<file path="config.mk">
export PLATFORM = sky130hd
export DESIGN_NAME = board_rst_seq
export DESIGN_NICKNAME = d
export VERILOG_FILES = /design/src/rtl/board_pkg.sv /design/src/rtl/btn_debounce.sv /design/src/rtl/board_rst_seq.sv
export SDC_FILE = /design/constraint.sdc
export NUM_CORES = 1
export LEC_CHECK = 0
export BUFFER_PORTS_ARGS = -buffer_cell sky130_fd_sc_hd__buf_2
export CAP_MARGIN = 5
export CORE_ASPECT_RATIO = 1.25
export CORE_MARGIN = 2
export CORE_UTILIZATION = 50
export CTS_CLUSTER_DIAMETER = 50
export DETAILED_ROUTE_END_ITERATION = 7
export PLACE_DENSITY = 0.71
export SLEW_MARGIN = 40
export SYNTH_ARGS = -nofsm -noshare
export SYNTH_HDL_FRONTEND = slang
export SYNTH_SLANG_ARGS = --single-unit
export TNS_END_PERCENT = 100
</file>
<file path="constraint.sdc">
create_clock -name clk_i -period 2.27 [get_ports clk_i]
set_input_delay 0.454 -clock clk_i [delete_from_list [all_inputs] [get_ports clk_i]]
set_output_delay 0.454 -clock clk_i [all_outputs]
set_load 0.05 [all_outputs]
</file>
<file path="src/rtl/board_pkg.sv">
// Shared types and defaults for the board reset/input sequencer.
package board_pkg;

  typedef enum logic [1:0] {
    ST_RESET     = 2'd0,
    ST_WAIT_LOCK = 2'd1,
    ST_HOLD      = 2'd2,
    ST_RUN       = 2'd3
  } state_t;

  localparam int DEF_LOCK_FILTER     = 256;
  localparam int DEF_RST_HOLD_CYCLES = 1024;
  localparam int DEF_DEBOUNCE_CYCLES = 800000;

  // Bits needed to count 0..n-1, never less than one.
  function automatic int cnt_w(input int n);
    return (n <= 1) ? 1 : $clog2(n);
  endfunction

endpackage

</file>
<file path="src/rtl/btn_debounce.sv">
// Push-button conditioner: 2-flop synchroniser followed by a stable-time filter
// with a registered rising-edge pulse.
module btn_debounce
  import board_pkg::*;
#(
  parameter int DEBOUNCE_CYCLES = DEF_DEBOUNCE_CYCLES
) (
  input  logic clk_i,
  input  logic arst_n_i,
  input  logic raw_i,
  output logic level_o,
  output logic rise_o
);

  localparam int CW = cnt_w(DEBOUNCE_CYCLES);
  localparam logic [CW-1:0] CNT_LAST = CW'(DEBOUNCE_CYCLES - 1);

  logic [1:0]    sync;
  logic [CW-1:0] cnt;

  always_ff @(posedge clk_i or negedge arst_n_i) begin
    if (!arst_n_i) begin
      sync    <= '0;
      cnt     <= '0;
      level_o <= 1'b0;
      rise_o  <= 1'b0;
    end else begin
      sync   <= {sync[0], raw_i};
      rise_o <= 1'b0;
      if (sync[1] == level_o) begin
        cnt <= '0;
      end else if (cnt == CNT_LAST) begin
        // Input differed for the full window: accept the new level.
        level_o <= ~level_o;
        rise_o  <= ~level_o;
        cnt     <= '0;
      end else begin
        cnt <= cnt + 1'b1;
      end
    end
  end

endmodule

</file>
<file path="src/rtl/board_rst_seq.sv">
// Board reset sequencer: holds the SoC in reset until PLL lock is stable plus a
// hold time, re-enters reset on lock loss, and conditions the button and switches.
module board_rst_seq
  import board_pkg::*;
#(
  parameter int LOCK_FILTER     = DEF_LOCK_FILTER,
  parameter int RST_HOLD_CYCLES = DEF_RST_HOLD_CYCLES,
  parameter int DEBOUNCE_CYCLES = DEF_DEBOUNCE_CYCLES,
  parameter int SW_WIDTH        = 16
) (
  input  logic                clk_i,
  input  logic                arst_n_i,
  input  logic                pll_locked_i,
  input  logic                btn_i,
  input  logic [SW_WIDTH-1:0] sw_i,
  output logic                soc_arst_o,
  output logic                irq_btn_o,
  output logic                btn_pulse_o,
  output logic [SW_WIDTH-1:0] sw_o,
  output logic [1:0]          state_o,
  output logic                lock_lost_o
);

  localparam int LW = cnt_w(LOCK_FILTER);
  localparam int HW = cnt_w(RST_HOLD_CYCLES);
  localparam logic [LW-1:0] LOCK_LAST = LW'(LOCK_FILTER - 1);
  localparam logic [HW-1:0] HOLD_LAST = HW'(RST_HOLD_CYCLES - 1);

  logic [1:0]          rst_sync;
  logic                core_rst_n;
  logic [1:0]          lock_meta;
  logic                lock_sync;
  logic [SW_WIDTH-1:0] sw_meta;
  state_t              state;
  logic [LW-1:0]       lock_cnt;
  logic [HW-1:0]       hold_cnt;
  logic                btn_level;
  logic                btn_rise;

  // Asserts with arst_n_i, releases two clocks later in the clk_i domain.
  always_ff @(posedge clk_i or negedge arst_n_i) begin
    if (!arst_n_i) rst_sync <= '0;
    else           rst_sync <= {rst_sync[0], 1'b1};
  end

  assign core_rst_n = rst_sync[1];

  always_ff @(posedge clk_i or negedge core_rst_n) begin
    if (!core_rst_n) begin
      lock_meta <= '0;
      sw_meta   <= '0;
      sw_o      <= '0;
    end else begin
      lock_meta <= {lock_meta[0], pll_locked_i};
      sw_meta   <= sw_i;
      sw_o      <= sw_meta;
    end
  end

  assign lock_sync = lock_meta[1];

  // soc_arst_o is updated on the same edge as every state change.
  always_ff @(posedge clk_i or negedge core_rst_n) begin
    if (!core_rst_n) begin
      state       <= ST_RESET;
      soc_arst_o  <= 1'b1;
      lock_lost_o <= 1'b0;
      lock_cnt    <= '0;
      hold_cnt    <= '0;
    end else begin
      case (state)
        ST_RESET: begin
          state    <= ST_WAIT_LOCK;
          lock_cnt <= '0;
        end
        ST_WAIT_LOCK: begin
          if (!lock_sync) begin
            lock_cnt <= '0;
          end else if (lock_cnt == LOCK_LAST) begin
            state    <= ST_HOLD;
            hold_cnt <= '0;
          end else begin
            lock_cnt <= lock_cnt + 1'b1;
          end
        end
        ST_HOLD: begin
          if (!lock_sync) begin
            state    <= ST_WAIT_LOCK;
            lock_cnt <= '0;
            hold_cnt <= '0;
          end else if (hold_cnt == HOLD_LAST) begin
            state      <= ST_RUN;
            soc_arst_o <= 1'b0;
          end else begin
            hold_cnt <= hold_cnt + 1'b1;
          end
        end
        ST_RUN: begin
          if (!lock_sync) begin
            state       <= ST_WAIT_LOCK;
            soc_arst_o  <= 1'b1;
            lock_lost_o <= 1'b1;
            lock_cnt    <= '0;
          end
        end
        default: begin
          state      <= ST_RESET;
          soc_arst_o <= 1'b1;
        end
      endcase
    end
  end

  btn_debounce #(
    .DEBOUNCE_CYCLES(DEBOUNCE_CYCLES)
  ) u_btn (
    .clk_i   (clk_i),
    .arst_n_i(core_rst_n),
    .raw_i   (btn_i),
    .level_o (btn_level),
    .rise_o  (btn_rise)
  );

  // Edges seen outside RUN are simply dropped.
  assign irq_btn_o   = btn_level & (state == ST_RUN);
  assign btn_pulse_o = btn_rise & (state == ST_RUN);
  assign state_o     = state;

endmodule

</file>
# --- Word level (Yosys, flattened, before mapping) ---
# Index checks and enable logic that the tools add are counted.
# W data, S select, Z words.
op_classes:
  addsub: 3
  n_eq_ne: 16
  n_mux: 23
  bitwise_logic: 5
  n_reduce_logical: 10
op_table:
  columns: ["operator", "count"]
  rows:
  - ["$mux W10", 4]
  - ["$mux W20", 2]
  - ["$mux W8", 3]
  - ["$pmux W8 S3", 1]
  - ["$add A20 B1 Y20 const B", 1]
  - ["$eq A20 B20 Y1 const B", 1]
  - ["$pmux W10 S2", 1]
  - ["$ne A2 B2 Y1 const B", 6]
  - ["$reduce_and A4 Y1", 3]
  - ["$add A10 B1 Y10 const B", 1]
  - ["$eq A10 B10 Y1 const B", 1]
  - ["$mux W2", 5]
  - ["$ne A3 B3 Y1 const B", 3]
  - ["$add A8 B1 Y8 const B", 1]
  - ["$eq A8 B8 Y1 const B", 1]
  - ["$pmux W2 S4", 1]
  - ["$reduce_and A2 Y1", 3]
  - ["$mux W1", 5]
  - ["$eq A2 B2 Y1 const B", 2]
  - ["$reduce_bool A2 Y1", 2]
  - ["$not A1 Y1", 3]
  - ["$and A1 B1 Y1", 2]
  - ["$eq A2 B1 Y1 const B", 1]
  - ["$logic_not A2 Y1", 1]
  - ["other kinds (3)", 3]
word_totals:
  regBits: 82
  inputBits: 20
  wordCells: 70

# --- Logic depth before layout (Yosys ltp) ---
logic_depth:
  word_depth: 4
  ltp_mapped: 8

# --- By module ---
# A second synthesis with hierarchy kept.
hier_totals:
  cells_unflattened: 298
  area_unflattened_um2: 3503.4
modules_own_cells:
  columns: ["mod", "n_inst", "cells_per_inst", "area_each_um2"]
  rows:
  - ["board_rst_seq", 1, 185, 2322.2]
  - ["btn_debounce", 1, 113, 1181.1]

# --- Least setup slack after synthesis ---
# No wires, ideal clock.
synth_timing:
  path_kind: "reg2reg"
  from: "register state[0], in the netlist state_o[0]"
  to: "register hold_cnt[6]"
  setup_time_ns: 0.077
  t_arrival_ns: 2.041
  t_required_ns: 2.193
  slack_ns: 0.152
  path_stages_with_launch: 8
  synth_period_minus_slack_ns: 2.118
  cell_sequence: "dfrtp_1 -> ha_1 -> clkbuf_1 -> nand2_1 -> o32ai_2 -> buf_2 -> a21oi_1 -> a21oi_1"
synth_via:
  elab_chain_cells: 3
  elab_cells_between_ends: 8
  cone_classes: "eq/ne: 5; mux: 1; reduce/logical: 2"
synth_rtl:
  columns: ["item", "line_no", "text"]
  rows:
  - ["from (decl)", "board_rst_seq.sv:34", "state_t state;"]
  - ["from (signal assigned)", "board_rst_seq.sv:65", "state <= ST_RESET;"]
  - ["from (signal assigned)", "board_rst_seq.sv:73", "state <= ST_WAIT_LOCK;"]
  - ["from (signal assigned)", "board_rst_seq.sv:80", "state <= ST_HOLD;"]
  - ["$eq A2 B2 Y1 or $eq A2 B1 Y1 (tied branches)", "board_rst_seq.sv:71", "case (state)"]
  - ["$ne A3 B3 Y1 (no source line) (tied with other cells)", null, null]
  - ["$reduce_and A4 Y1 (no source line)", null, null]
  - ["to (signal assigned)", "board_rst_seq.sv:95", "hold_cnt <= hold_cnt + 1'b1;"]
  - ["to (decl)", "board_rst_seq.sv:36", "logic [HW-1:0] hold_cnt;"]
# Parallel ways exist; a longest one is shown, timed or not.
# A chain may end at the register's enable or synchronous reset.

# --- Worst setup path in the final report ---
layout_timing:
  from: "register u_btn.cnt[0]"
  to: "register u_btn.level_o"
layout_via:
  elab_chain_cells: 2
layout_rtl:
  columns: ["item", "line_no", "text"]
  rows:
  - ["from (decl)", "btn_debounce.sv:19", "logic [CW-1:0] cnt;"]
  - ["from (signal assigned)", "btn_debounce.sv:38", "cnt <= cnt + 1'b1;"]
  - ["$eq A20 B20 Y1", "btn_debounce.sv:32", "end else if (cnt == CNT_LAST) begin"]
  - ["$reduce_and A2 Y1 (no source line)", null, null]
  - ["to (signal assigned)", "btn_debounce.sv:34", "level_o <= ~level_o;"]
  - ["to (decl)", "btn_debounce.sv:11", "output logic level_o,"]
# Every way passes these cells.

==> impl_metrics.tcl <==
set metrics [dict create \
    ys_warn_count 0 \
    reg2reg_slack_ns 0.24 \
    r2r_cells 5 \
    cp_slowest_cell "or4_4" \
    synth_edf_count 0 \
    synth_cells 293 \
    drive_gt1_frac 0.214 \
    whs_path_depth 1 \
    rows 33 \
    cts_buffer_depth 2 \
    core_area_mm2 0.00657 \
    grt_overflow 0 \
    clk-insertion-delay-late_ns 0.35 \
    drtIter0Drc 85 \
    port_buffers 41 \
    period_share 0.895 \
    grt_pass1_wl_mm 10.9 \
    period_needed_ns 2.03 \
    path_cells "ha_1, and3_1, nand3_1, or4_4, mux2_4" \
    dpl.hpwl_mm 4.36 \
    cap_viol_max_count 0 \
    final_area_mm2 0.00394 \
    async_reset_ff_frac 1.00 \
    fin_skew_ns 0.00987 \
    p_leak_nw 1.77 \
    max_stage_delay_ns 0.60 \
    synth_area_per_cell_um2 11.6 \
    synth_seq_cells 82 \
    cts.htree.levels 3 \
    drv_slew 0 \
    yosysMostFrequentCell "dfrtp_1" \
    cts-root-buf "clkbuf_8" \
    hold_start "sw_i[7]" \
    ios 42 \
    numCtsBuffers 9 \
    syn_to_final_growth_pct 16.0 \
    ys_seq_area_frac 0.605 \
    hold_class "input pin to flip-flop" \
    yosysUniqueCellTypes 52 \
    setup_viol 0 \
    cts.clk_slew.worst_paths_ns 0.09 \
    fin_setup_tns_ns 0 \
    netlist_area_mm2 0.00340 \
    yosys.area.top_type "dfrtp_1" \
    wl_mm 6.28 \
    nFillCells 546 \
    grt_max_degree 59 \
    fin_nets 372 \
    drcViolationCount 0 \
    placed_cell_area_mm2 0.00374 \
    critPathMaxFanout 5 \
    synth_ff_type "dfrtp_1" \
    vias 2405 \
    grt_pass1_vias 2410 \
    fmax_mhz 492 \
    start_util 0.517 \
    arrival_ns 2.27 \
    synth_common_cells "dfrtp_1 (81), a21oi_1 (21), nand2_1 (17), nand3_1 (17), nor2_1 (17)" \
    crit_required_ns 2.51 \
    antenna_left 0 \
    die_area_mm2 0.00747 \
    antenna_found_initial 0 \
    rsz0062_at_grt "false" \
    cellPowerDensity_mw_per_mm2 674 \
    cp-end-kind "flip-flop" \
    crit_buf_inv 0 \
    hold_end "sw_meta[7]$_DFF_PN0_" \
    peakVddDrop_uv 520 \
    status "complete, no violations" \
    viasPerCell 5.50 \
    place_congestion 0.882 \
    n_antenna_cell 0 \
    cts_tree "built" \
    die-height_um 96.1 \
    cp-start-kind "flip-flop" \
    die_w_um 77.7 \
    route.detailed.wl_per_inst_um 14.4 \
    dr.pass1.iters 4 \
    clock-sinks 82 \
    synthesis.nets 320 \
    critPathKind "flip-flop to flip-flop" \
    crit_family "simple AND/OR/NAND/NOR gates" \
    synth_top_cells_by_area "dfrtp_1 (60%), a21oi_1 (3.1%), ha_1 (2.6%)" \
    r2r_start "u_btn.cnt[0]$_DFF_PN0_" \
    grtUsageTotal 0.186 \
    finalHoldViolCount 0 \
    rr_endpoint "u_btn.level_o$_DFFE_PN0P_" \
    synth_top_area_frac 0.597 \
]
cell families after synthesis:
family                   share of synthesized area
XOR/XNOR                                    0.0310
other                                      0.00110
adder cells (fa/ha/maj)                     0.0258
buffers and inverters                       0.0225
AND/OR/NAND/NOR                              0.161
AO/OA/AOI/OAI                                0.137
multiplexers                                0.0162
flip-flops                                   0.605
worst reg2reg max path, delay by kind of cell, from the launching register on:
family | cells | cell delay, ns
muxes | 1 | 0.31
adders and majority gates | 1 | 0.21
DFF | 1 | 0.40
and+or+nand+nor | 3 | 1.01
final cells by class:
type / count / area, um^2 / area share
multi-input combinational: 192 / 1270 / 0.321
inverter: 11 / 41.3 / 0.0105
timing repair buffer: 49 / 280 / 0.0712
clock buffer: 10 / 138 / 0.0349
tap: 87 / 109 / 0.0276
clock inverter: 6 / 47.5 / 0.0121
sequential: 82 / 2060 / 0.522
power breakdown:
part | internal (mW) | switching (mW) | total (mW)
clock network | 0.437 | 0.534 | 0.971
logic | 0.0434 | 0.103 | 0.146
registers | 1.50 | 0.0320 | 1.54
timing repair:
action / in CTS / in global routing
resized for setup: 0 / 0
hold buffers: 1 / 0
endpoints found under the hold margin: 2 / 0
setup buffers: 0 / 0
per-stage QoR:
step / setup WS, ns / util / cells / hold slack [ns] / total power [mW]
6_report: 0.239 / 0.600 / 437 / 0.207 / 2.65
5_1_grt: 0.124 / 0.600 / 437 / 0.178 / 2.77
4_1_cts: 0.233 / 0.600 / 437 / 0.188 / 2.70
3_5_place_dp: 0.230 / 0.570 / 420 / 0.236 / 1.72
3_3_place_gp: 0.281 / 0.570 / 420 / 0.215 / 1.71
2_1_floorplan: 0.152 / - / 293 / 0.158 / 1.66
metal layers:
metal	track usage	share of wire
met2	0.319	0.52
met3	0.0432	0.031
met1	0.223	0.43
met5	0	0
met4	0.0848	0.012
worst max path at each step:
stage	start	endpoint	slack, ns	depth (start not counted)
5_1_grt	lock_cnt[0]$_DFFE_PN0P_	hold_cnt[1]$_DFFE_PN0P_	0.12	6
4_1_cts	u_btn.cnt[0]$_DFF_PN0_	u_btn.level_o$_DFFE_PN0P_	0.23	5
6_report	u_btn.cnt[0]$_DFF_PN0_	u_btn.level_o$_DFFE_PN0P_	0.24	5
3_5_place_dp	u_btn.cnt[0]$_DFF_PN0_	u_btn.level_o$_DFFE_PN0P_	0.23	5
2_1_floorplan	state_o[0]$_DFFE_PN0P_	hold_cnt[6]$_DFFE_PN0P_	0.15	7
3_3_place_gp	u_btn.cnt[0]$_DFF_PN0_	u_btn.level_o$_DFFE_PN0P_	0.28	5
flip-flops by register name, indices dropped and copies added (netlist names):
register and count:
u_btn.cnt 20, sw_meta 16, u_btn.rise_o 1, lock_cnt 8, u_btn.sync 2, rst_sync 2, hold_cnt 10, soc_arst_o 1
lock_lost_o 1, state_o 2, u_btn.level_o 1, sw_o 16, lock_meta 2
placed cells by master (no fill, tap or decap), types with 3 or more instances in the layout:
cell type,count
and4_1,3
nand3_1,17
mux2i_1,4
o211ai_1,3
clkbuf_8,10
o31ai_1,8
nor3_1,4
and3_1,7
nand4_1,7
dfrtp_1,80
or4_1,4
a21oi_1,21
xor2_1,5
buf_2,41
o21ai_0,12
xnor2_1,7
inv_1,11
ha_1,7
and2_1,7
nand2_1,17
nor2_1,17
a31oi_1,3
buf_4,6
a41oi_1,3
(Power assumes the default switching activity.)
